===== src/rtl/decode_stage.sv =====
// rtl/decode_stage.sv - buffered MIPS-54 decode stage: {instr,pc} FIFO feeding a registered decode bundle
// Optional DECODE_STATS_EN adds stat_decoded/stat_illegal handshake counters.
module decode_stage #(
  parameter int DEPTH  = 2,
  parameter int PC_W   = 32,
  parameter int FLAG_W = 54
) (
  input  logic              clk,
  input  logic              rst,
  input  logic              flush,
  input  logic              in_valid,
  output logic              in_ready,
  input  logic [31:0]       instr_in,
  input  logic [PC_W-1:0]   pc_in,
  output logic              out_valid,
  input  logic              out_ready,
  output logic [FLAG_W-1:0] op_flags,
  output logic              illegal,
  output logic [4:0]        rs_c,
  output logic [4:0]        rt_c,
  output logic [4:0]        rd_c,
  output logic [4:0]        shamt,
  output logic [15:0]       immediate,
  output logic [25:0]       address,
  output logic [PC_W-1:0]   pc_out
`ifdef DECODE_STATS_EN
  ,
  output logic [31:0]       stat_decoded,
  output logic [31:0]       stat_illegal
`endif
);

  localparam int AW = $clog2(DEPTH);
  localparam int CW = AW + 1;

  localparam int OP_ADD = 0, OP_ADDU = 1, OP_SUB = 2, OP_SUBU = 3, OP_AND = 4, OP_OR = 5;
  localparam int OP_XOR = 6, OP_NOR = 7, OP_SLT = 8, OP_SLTU = 9, OP_SLL = 10, OP_SRL = 11;
  localparam int OP_SRA = 12, OP_SLLV = 13, OP_SRLV = 14, OP_SRAV = 15, OP_JR = 16;
  localparam int OP_ADDI = 17, OP_ADDIU = 18, OP_ANDI = 19, OP_ORI = 20, OP_XORI = 21;
  localparam int OP_LW = 22, OP_SW = 23, OP_BEQ = 24, OP_BNE = 25, OP_SLTI = 26, OP_SLTIU = 27;
  localparam int OP_LUI = 28, OP_J = 29, OP_JAL = 30, OP_CLZ = 31, OP_DIVU = 32, OP_DIV = 33;
  localparam int OP_MULTU = 34, OP_MUL = 35, OP_JALR = 36, OP_LB = 37, OP_LBU = 38, OP_LH = 39;
  localparam int OP_LHU = 40, OP_SB = 41, OP_SH = 42, OP_ERET = 43, OP_MFHI = 44, OP_MFLO = 45;
  localparam int OP_MTHI = 46, OP_MTLO = 47, OP_MTC0 = 48, OP_MFC0 = 49, OP_SYSCALL = 50;
  localparam int OP_TEQ = 51, OP_BREAK = 52, OP_BGEZ = 53;

  logic [31:0]       r_mem_instr [DEPTH];
  logic [PC_W-1:0]   r_mem_pc    [DEPTH];
  logic [AW-1:0]     r_wr_ptr;
  logic [AW-1:0]     r_rd_ptr;
  logic [CW-1:0]     r_count;
  logic              r_in_ready;
  logic              r_out_valid;
  logic [FLAG_W-1:0] r_flags;
  logic              r_illegal;
  logic [4:0]        r_rs;
  logic [4:0]        r_rt;
  logic [4:0]        r_rd;
  logic [4:0]        r_shamt;
  logic [15:0]       r_imm;
  logic [25:0]       r_addr;
  logic [PC_W-1:0]   r_pc;

  logic              w_push;
  logic              w_pop;
  logic [CW-1:0]     w_count_nxt;
  logic [31:0]       w_head;
  logic [PC_W-1:0]   w_head_pc;
  logic [5:0]        w_op;
  logic [5:0]        w_funct;
  logic [4:0]        w_rs_f;
  logic [4:0]        w_rt_f;
  logic              w_special;
  logic              w_special2;
  logic              w_cop0;
  logic [FLAG_W-1:0] w_flags;
  logic              w_reads_rs;
  logic              w_reads_rt;
  logic              w_rd_r;
  logic              w_rd_i;
  logic              w_imm;
  logic [4:0]        w_rs;
  logic [4:0]        w_rt;
  logic [4:0]        w_rd;

  // Ready is registered, so a pop in the same cycle never reopens a full FIFO early.
  assign w_push      = in_valid && r_in_ready && !flush && !rst;
  assign w_pop       = (r_count != '0) && (!r_out_valid || out_ready) && !flush && !rst;
  assign w_count_nxt = r_count + CW'(w_push) - CW'(w_pop);

  assign w_head     = r_mem_instr[r_rd_ptr];
  assign w_head_pc  = r_mem_pc[r_rd_ptr];
  assign w_op       = w_head[31:26];
  assign w_funct    = w_head[5:0];
  assign w_rs_f     = w_head[25:21];
  assign w_rt_f     = w_head[20:16];
  assign w_special  = (w_op == 6'b000000);
  assign w_special2 = (w_op == 6'b011100);
  assign w_cop0     = (w_op == 6'b010000);

  always_comb begin
    w_flags = '0;
    w_flags[OP_ADD]     = w_special && (w_funct == 6'b100000);
    w_flags[OP_ADDU]    = w_special && (w_funct == 6'b100001);
    w_flags[OP_SUB]     = w_special && (w_funct == 6'b100010);
    w_flags[OP_SUBU]    = w_special && (w_funct == 6'b100011);
    w_flags[OP_AND]     = w_special && (w_funct == 6'b100100);
    w_flags[OP_OR]      = w_special && (w_funct == 6'b100101);
    w_flags[OP_XOR]     = w_special && (w_funct == 6'b100110);
    w_flags[OP_NOR]     = w_special && (w_funct == 6'b100111);
    w_flags[OP_SLT]     = w_special && (w_funct == 6'b101010);
    w_flags[OP_SLTU]    = w_special && (w_funct == 6'b101011);
    w_flags[OP_SLL]     = w_special && (w_funct == 6'b000000);
    w_flags[OP_SRL]     = w_special && (w_funct == 6'b000010);
    w_flags[OP_SRA]     = w_special && (w_funct == 6'b000011);
    w_flags[OP_SLLV]    = w_special && (w_funct == 6'b000100);
    w_flags[OP_SRLV]    = w_special && (w_funct == 6'b000110);
    w_flags[OP_SRAV]    = w_special && (w_funct == 6'b000111);
    w_flags[OP_JR]      = w_special && (w_funct == 6'b001000);
    w_flags[OP_ADDI]    = (w_op == 6'b001000);
    w_flags[OP_ADDIU]   = (w_op == 6'b001001);
    w_flags[OP_ANDI]    = (w_op == 6'b001100);
    w_flags[OP_ORI]     = (w_op == 6'b001101);
    w_flags[OP_XORI]    = (w_op == 6'b001110);
    w_flags[OP_LW]      = (w_op == 6'b100011);
    w_flags[OP_SW]      = (w_op == 6'b101011);
    w_flags[OP_BEQ]     = (w_op == 6'b000100);
    w_flags[OP_BNE]     = (w_op == 6'b000101);
    w_flags[OP_SLTI]    = (w_op == 6'b001010);
    w_flags[OP_SLTIU]   = (w_op == 6'b001011);
    w_flags[OP_LUI]     = (w_op == 6'b001111);
    w_flags[OP_J]       = (w_op == 6'b000010);
    w_flags[OP_JAL]     = (w_op == 6'b000011);
    w_flags[OP_CLZ]     = w_special2 && (w_funct == 6'b100000);
    w_flags[OP_DIVU]    = w_special && (w_funct == 6'b011011);
    w_flags[OP_DIV]     = w_special && (w_funct == 6'b011010);
    w_flags[OP_MULTU]   = w_special && (w_funct == 6'b011001);
    w_flags[OP_MUL]     = w_special2 && (w_funct == 6'b000010);
    w_flags[OP_JALR]    = w_special && (w_funct == 6'b001001);
    w_flags[OP_LB]      = (w_op == 6'b100000);
    w_flags[OP_LBU]     = (w_op == 6'b100100);
    w_flags[OP_LH]      = (w_op == 6'b100001);
    w_flags[OP_LHU]     = (w_op == 6'b100101);
    w_flags[OP_SB]      = (w_op == 6'b101000);
    w_flags[OP_SH]      = (w_op == 6'b101001);
    w_flags[OP_ERET]    = w_cop0 && (w_funct == 6'b011000);
    w_flags[OP_MFHI]    = w_special && (w_funct == 6'b010000);
    w_flags[OP_MFLO]    = w_special && (w_funct == 6'b010010);
    w_flags[OP_MTHI]    = w_special && (w_funct == 6'b010001);
    w_flags[OP_MTLO]    = w_special && (w_funct == 6'b010011);
    w_flags[OP_MTC0]    = w_cop0 && (w_funct == 6'b000000) && (w_rs_f == 5'b00100);
    w_flags[OP_MFC0]    = w_cop0 && (w_funct == 6'b000000) && (w_rs_f == 5'b00000);
    w_flags[OP_SYSCALL] = w_special && (w_funct == 6'b001100);
    w_flags[OP_TEQ]     = w_special && (w_funct == 6'b110100);
    w_flags[OP_BREAK]   = w_special && (w_funct == 6'b001101);
    w_flags[OP_BGEZ]    = (w_op == 6'b000001) && (w_rt_f == 5'b00001);
  end

  // Operand-usage classes; the index ranges lean on the contiguous op numbering above.
  assign w_reads_rs = |w_flags[OP_SLTU:OP_ADD] | |w_flags[OP_SLTIU:OP_SLLV] | |w_flags[OP_SH:OP_CLZ]
                    | w_flags[OP_MTHI] | w_flags[OP_MTLO] | w_flags[OP_TEQ] | w_flags[OP_BGEZ];
  assign w_reads_rt = |w_flags[OP_SRAV:OP_ADD] | |w_flags[OP_BNE:OP_SW] | |w_flags[OP_MUL:OP_DIVU]
                    | w_flags[OP_SB] | w_flags[OP_SH] | w_flags[OP_MTC0] | w_flags[OP_TEQ];
  assign w_rd_r     = |w_flags[OP_SRAV:OP_ADD] | w_flags[OP_CLZ] | w_flags[OP_MUL] | w_flags[OP_JALR]
                    | w_flags[OP_MFHI] | w_flags[OP_MFLO];
  assign w_rd_i     = |w_flags[OP_LW:OP_ADDI] | |w_flags[OP_LUI:OP_SLTI] | |w_flags[OP_LHU:OP_LB]
                    | w_flags[OP_MFC0];
  assign w_imm      = |w_flags[OP_LUI:OP_ADDI] | |w_flags[OP_SH:OP_LB] | w_flags[OP_BGEZ];

  always_comb begin
    w_rs = 5'd0;
    w_rt = 5'd0;
    w_rd = 5'd0;
    if (w_flags[OP_MTC0])  w_rs = w_head[15:11];
    else if (w_reads_rs)   w_rs = w_head[25:21];
    if (w_flags[OP_MFC0])  w_rt = w_head[15:11];
    else if (w_reads_rt)   w_rt = w_head[20:16];
    if (w_flags[OP_JAL])   w_rd = 5'd31;
    else if (w_rd_r)       w_rd = w_head[15:11];
    else if (w_rd_i)       w_rd = w_head[20:16];
  end

  always_ff @(posedge clk) begin
    if (w_push) begin
      r_mem_instr[r_wr_ptr] <= instr_in;
      r_mem_pc[r_wr_ptr]    <= pc_in;
    end
  end

  always_ff @(posedge clk) begin
    if (rst || flush) begin
      r_wr_ptr    <= '0;
      r_rd_ptr    <= '0;
      r_count     <= '0;
      r_in_ready  <= !rst;
      r_out_valid <= 1'b0;
      r_flags     <= '0;
      r_illegal   <= 1'b0;
      r_rs        <= 5'd0;
      r_rt        <= 5'd0;
      r_rd        <= 5'd0;
      r_shamt     <= 5'd0;
      r_imm       <= 16'd0;
      r_addr      <= 26'd0;
      r_pc        <= '0;
    end else begin
      if (w_push) r_wr_ptr <= r_wr_ptr + AW'(1);
      if (w_pop) begin
        r_rd_ptr    <= r_rd_ptr + AW'(1);
        r_out_valid <= 1'b1;
        r_flags     <= w_flags;
        r_illegal   <= ~|w_flags;
        r_rs        <= w_rs;
        r_rt        <= w_rt;
        r_rd        <= w_rd;
        r_shamt     <= (|w_flags[OP_SRA:OP_SLL]) ? w_head[10:6] : 5'd0;
        r_imm       <= w_imm ? w_head[15:0] : 16'd0;
        r_addr      <= (w_flags[OP_J] | w_flags[OP_JAL]) ? w_head[25:0] : 26'd0;
        r_pc        <= w_head_pc;
      end else if (out_ready) begin
        r_out_valid <= 1'b0;
      end
      r_count    <= w_count_nxt;
      r_in_ready <= (w_count_nxt != CW'(DEPTH));
    end
  end

  always_ff @(posedge clk) begin
    if (!rst && (r_count != '0)) assert ($onehot0(w_flags));
  end

`ifdef DECODE_STATS_EN
  logic [31:0] r_stat_decoded;
  logic [31:0] r_stat_illegal;

  // Counters survive flush so software sees totals across redirects.
  always_ff @(posedge clk) begin
    if (rst) begin
      r_stat_decoded <= 32'd0;
      r_stat_illegal <= 32'd0;
    end else if (r_out_valid && out_ready) begin
      r_stat_decoded <= r_stat_decoded + 32'd1;
      if (r_illegal) r_stat_illegal <= r_stat_illegal + 32'd1;
    end
  end

  assign stat_decoded = r_stat_decoded;
  assign stat_illegal = r_stat_illegal;
`endif

  assign in_ready  = r_in_ready;
  assign out_valid = r_out_valid;
  assign op_flags  = r_flags;
  assign illegal   = r_illegal;
  assign rs_c      = r_rs;
  assign rt_c      = r_rt;
  assign rd_c      = r_rd;
  assign shamt     = r_shamt;
  assign immediate = r_imm;
  assign address   = r_addr;
  assign pc_out    = r_pc;

endmodule


===== config.mk =====
export PLATFORM = sky130hd
export DESIGN_NAME = decode_stage
export DESIGN_NICKNAME = d
export VERILOG_FILES = /design/src/rtl/decode_stage.sv
export SDC_FILE = /design/constraint.sdc
export NUM_CORES = 1
export LEC_CHECK = 0
export BUFFER_PORTS_ARGS = -buffer_cell sky130_fd_sc_hd__buf_2
export CORE_MARGIN = 2
export CORE_UTILIZATION = 54
export CTS_CLUSTER_DIAMETER = 120
export DETAILED_ROUTE_END_ITERATION = 12
export GPL_ROUTABILITY_DRIVEN = 0
export PLACE_DENSITY = 0.77
export SETUP_SLACK_MARGIN = 0.1
export SYNTH_ARGS = -nofsm -noshare
export SYNTH_HDL_FRONTEND = slang
export SYNTH_SLANG_ARGS = --single-unit

===== constraint.sdc =====
create_clock -name clk -period 4.7 [get_ports clk]
set_input_delay 0.47 -clock clk [delete_from_list [all_inputs] [get_ports clk]]
set_output_delay 0.47 -clock clk [all_outputs]
set_load 0.02 [all_outputs]

# Word-level counts from Yosys, hierarchy flattened
# Memory sizes are Yosys's and may differ from the RTL's. A register that Yosys moved wholly into a read port is not among the register bits.
# Index checks and enable logic that the tools add are counted.
dict set report word_totals {
  regBits 123
  word_cells 178
  n_memories 2
  input_bits 69
  ram_bits 128
}
dict set report classes {
  addsub 4
  n_mux 17
  bitwise 23
  reduce_logical 65
  eq_ne 54
}
# memory depth width read_ports rd_ports_with_merged_regs write_ports line_no
set mem_list {}
lappend mem_list {r_mem_instr 2 32 1 1 1 47} ;# logic [31:0] r_mem_instr [DEPTH];
lappend mem_list {r_mem_pc 2 32 1 1 1 48} ;# logic [PC_W-1:0] r_mem_pc [DEPTH];
# cell count
set ops {}
lappend ops {{$eq 6x6->1 const B} 19}
lappend ops {{$eq 6x4->1 const B} 12}
lappend ops {{$eq 6x5->1 const B} 10}
lappend ops {{$reduce_or 54->1} 1}
lappend ops {{$logic_and 1x1->1} 41}
lappend ops {{$mux 5} 8}
lappend ops {{$eq 6x3->1 const B} 5}
lappend ops {{$mux 26} 1}
lappend ops {{$eq 6x2->1 const B} 4}
lappend ops {{$reduce_or 12->1} 2}
lappend ops {{$or 1x1->1} 23}
lappend ops {{$mux 16} 1}
lappend ops {{$reduce_or 16->1} 1}
lappend ops {{$reduce_or 15->1} 1}
lappend ops {{$logic_not 6->1} 2}
lappend ops {{$reduce_or 6->1} 2}
lappend ops {{$reduce_or 10->1} 1}
lappend ops {{$reduce_or 3->1} 3}
lappend ops {{$reduce_or 4->1} 2}
lappend ops {{$mux 1} 7}
lappend ops {{$eq 6x1->1 const B} 1}
lappend ops {{$eq 5x1->1 const B} 1}
lappend ops {{$eq 5x3->1 const B} 1}
lappend ops {{$logic_not 5->1} 1}
lappend ops {{7 further kinds} 13}

# Logic depth before layout (Yosys ltp)
dict set report depth {
  depth_word 11
  mapped_depth 14
  mapped_depth_nobuf 11
}

# Worst setup path after synthesis
# OpenSTA, ideal clock, no wires.
dict set report synth_path {
  path_kind {in2reg}
  from {input port rst}
  to {memory r_mem_instr[0][0] (enable)}
  path_slack_ns 0.482
  arrival_ns 3.731
  stages 3
  path_buffers 0
  path_cell_list {nor2_1 -> nand3_1 -> nor2_1}
}
dict set report synth_via {
  elab_chain_cells 4
}
# element line_no
set synth_rtl {}
lappend synth_rtl {{start, declared} 9} ;# input logic rst,
lappend synth_rtl {{$logic_not 1->1} --}
lappend synth_rtl {{$logic_and 1x1->1} 87} ;# assign w_push = in_valid && r_in_ready && !flush && !rst;
lappend synth_rtl {{$mux 1} 184} ;# if (w_push) begin
lappend synth_rtl {{$mux 1 (implied by the code)} 185} ;# r_mem_instr[r_wr_ptr] <= instr_in;
lappend synth_rtl {{end, declared} 47}
# Every way passes these cells.

==> results.ini <==
[clocking]
cts_tree = built
cts_resized = 0
clock_latency_ns = 0.54
cts_buffer_depth = 3
cts_hold_buf = 0
clockRootBuffer = clkbuf_16
cts_buffers = 28
post_cts_buffers = 0
clock-sinks = 284
htreeDepth = 1
clk_pin_slew_ns = 0.06

[critical_path]
crit_path_max_incr_delay_ns = 0.96
r2r_end = address[0]$_SDFFE_PP0P_
required_ns = 5.15
r2r_cells = 5
critical_path.top_delay_family = simple AND/OR/NAND/NOR gates
cp_num_buf_inv = 0
critPathArrivalTime_ns = 3.66
slowest_stage = and2_1
crit_type = reg2reg
crit_fanout = 51
rrSetupSlack_ns = 1.49
path_cells = or3b_1 > a22oi_1 > and2_1 > nand3_1 > a21oi_1
worstSetupStartpointType = flip-flop
worstSetupEndpointType = flip-flop

[synthesis]
ys_seq_elements = 284
synth_largest_area_cell = edfxtp_1
synth_edf_count = 128
netlist_instances = 920
yosys.area.top_type_share_pct = 35.7
synth.net_count = 991
synth_warnings = 0
synth.area.top_cells = edfxtp_1 36%, dfxtp_1 29%, mux2i_1 5.0%
synth_ff_type = dfxtp_1
synthTopCellsByCount = 156 x dfxtp_1, 128 x edfxtp_1, 117 x nor2_1
async_flop_share_pct = 0
ys_types = 64
ys_seq_area_share_pct = 64.6
synth_most_common_cell = dfxtp_1
syn_area_sq_um = 10800
synth.avg_cell_area_sq_um = 11.7

[final_layout]
drive_gt1_share_pct = 26.6
final_area_sq_um = 13000
fillers = 1509
nNetsFinal = 1197
syn2layout_area_growth_pct = 20.7

[timing]
finalHoldViolations = 0
max-slew-margin-rel_pct = 24.6
finalSetupViolations = 0
rsz0062_at_grt = false
slew_viol_final = 0
clock.fmax_mhz = 312
setup_tns_ns = 0
worst_slew_pin_slew_ns = 1.12
post-route-period-util_pct = 68.2
clock_skew_ns = 0.0114
finalCriticalPeriod_ns = 3.21

[route]
first_pass_iters = 5
wl_microns = 26200
avgViaCountPerCell = 5.64
drc = 0
postRouteAntennaNets = 0
vias = 7985
wl_per_cell_microns = 18.5
detail_route.iter0.violations = 680

[global_route]
grt-ovfl-total = 0
antenna_found_initial = 2
grt_usage_pct = 24.0
grt_pass1_wl_microns = 40700
grt_pass1_vias = 7668
grt_start_max_net_pins = 107

[min_path]
hold_path.startpoint = pc_in[22]
hold_end = r_mem_pc[0][22]$_DFFE_PP_
hold_path.class = in2reg
hold_depth = 1

[die]
row_count = 51
core_area_sq_um = 19500
die_w_microns = 145
initial_core_util_pct = 55.2
pin_count = 220
dieArea_sq_um = 21100
fp.dieH_microns = 145

[power_and_ir_drop]
vdd_ir_drop_max_uv = 338
leakage_nw = 4.93
power.density_nw_per_um2 = 378

[outcome]
status = finished, final reports clean

[place]
port_buffers = 219
place_area_sq_um = 12100
dp_hpwl_microns = 17900

[job]
maxCapViolCount = 0

## power breakdown
group / total [mW] / leakage, nW / switching, mW / internal [mW]
Sequential: 2.60 / 2.41 / 0.00643 / 2.59
Combinational: 0.110 / 2.06 / 0.0730 / 0.0374
Clock: 2.21 / 0.457 / 0.909 / 1.30
## sequential cells by signal, summed over array words and instances, names as in the netlist, named ones only
signal,cells
shamt,5
r_mem_pc,64
r_mem_instr,64
r_rd_ptr,1
pc_out,32
r_wr_ptr,1
rd_c,5
r_count,2
op_flags,54
immediate,16
address,26
rs_c,5
rt_c,5
out_valid,1
in_ready,1
illegal,1
## cell usage in the layout (no fill, tap or decap), types with 19 or more instances in the layout
cell type	count
nor2_1	114
nand2_1	86
a21oi_1	19
nand3_1	28
clkbuf_16	32
mux2i_1	54
o21ai_0	45
buf_2	219
edfxtp_1	128
dfxtp_1	154
a211oi_1	32
a22oi_1	54
## per-stage QoR
| step | utilization (%) | worst slack, ns | hold WS [ns] | cells | power (mW) |
|---|---|---|---|---|---|
| final | 66.6 | 1.49 | 0.120 | 1416 | 4.92 |
| after global routing | 66.6 | 1.32 | 0.104 | 1413 | 5.06 |
| after CTS | 66.6 | 1.56 | 0.103 | 1413 | 4.95 |
| after detailed placement | 61.8 | 1.60 | 0.440 | 1361 | 2.76 |
| after global placement | 61.8 | 1.71 | 0.429 | 1361 | 2.76 |
| after floorplan | - | 0.482 | 0.489 | 920 | 2.71 |
## how the worst max path moves through the flow
stage | slack, ns | cells after the start | to | from
after CTS | 1.56 | 5 | address[0]$_SDFFE_PP0P_ | flip-flop
after global placement | 1.71 | 6 | illegal$_SDFFE_PP0P_ | flip-flop
after detailed placement | 1.60 | 5 | address[0]$_SDFFE_PP0P_ | flip-flop
after global routing | 1.32 | 5 | address[2]$_SDFFE_PP0P_ | flip-flop
after floorplan | 0.48 | 3 | r_mem_instr[0][0]$_DFFE_PP_ | rst
final | 1.49 | 5 | address[0]$_SDFFE_PP0P_ | flip-flop
## worst register-to-register path: cells and delay by family (launching register included)
family / cells / cell delay (ns)
and+or+nand+nor: 3 / 1.62
DFF: 1 / 0.85
AOI/OAI and AO/OA: 2 / 0.66
## layer usage
metal / global-route usage [%] / vias up / routed length (microns) / share of wire (%)
met3: 6.73 / 51 / 2240 / 8.5
met1: 31.1 / 3800 / 10800 / 41
li1: - / 3815 / - / -
met4: 7.75 / 0 / 681 / 2.6
met2: 39.2 / 319 / 12500 / 48
met5: 0 / - / 0 / 0
## area by class of cell
type                       instances  area, sq um  share of cell area [%]
clock buffer                      45          890                    6.84
timing repair buffer             231         1190                    9.12
clock inverter                     7         40.0                   0.308
multi-input combinational        568         3530                    27.2
sequential                       284         6970                    53.6
antenna                            3         7.51                  0.0577
inverter                          13         48.8                   0.375
tap                              265          332                    2.55
## cell families after synthesis
logic type	synth area share, %
simple gates	13.2
flops	64.6
fa+ha+maj	0.232
xor+xnor	0.325
compound gates	13.7
mux	5.12
buf+inv	2.77
Note: power is estimated with default switching activity, not from simulation.
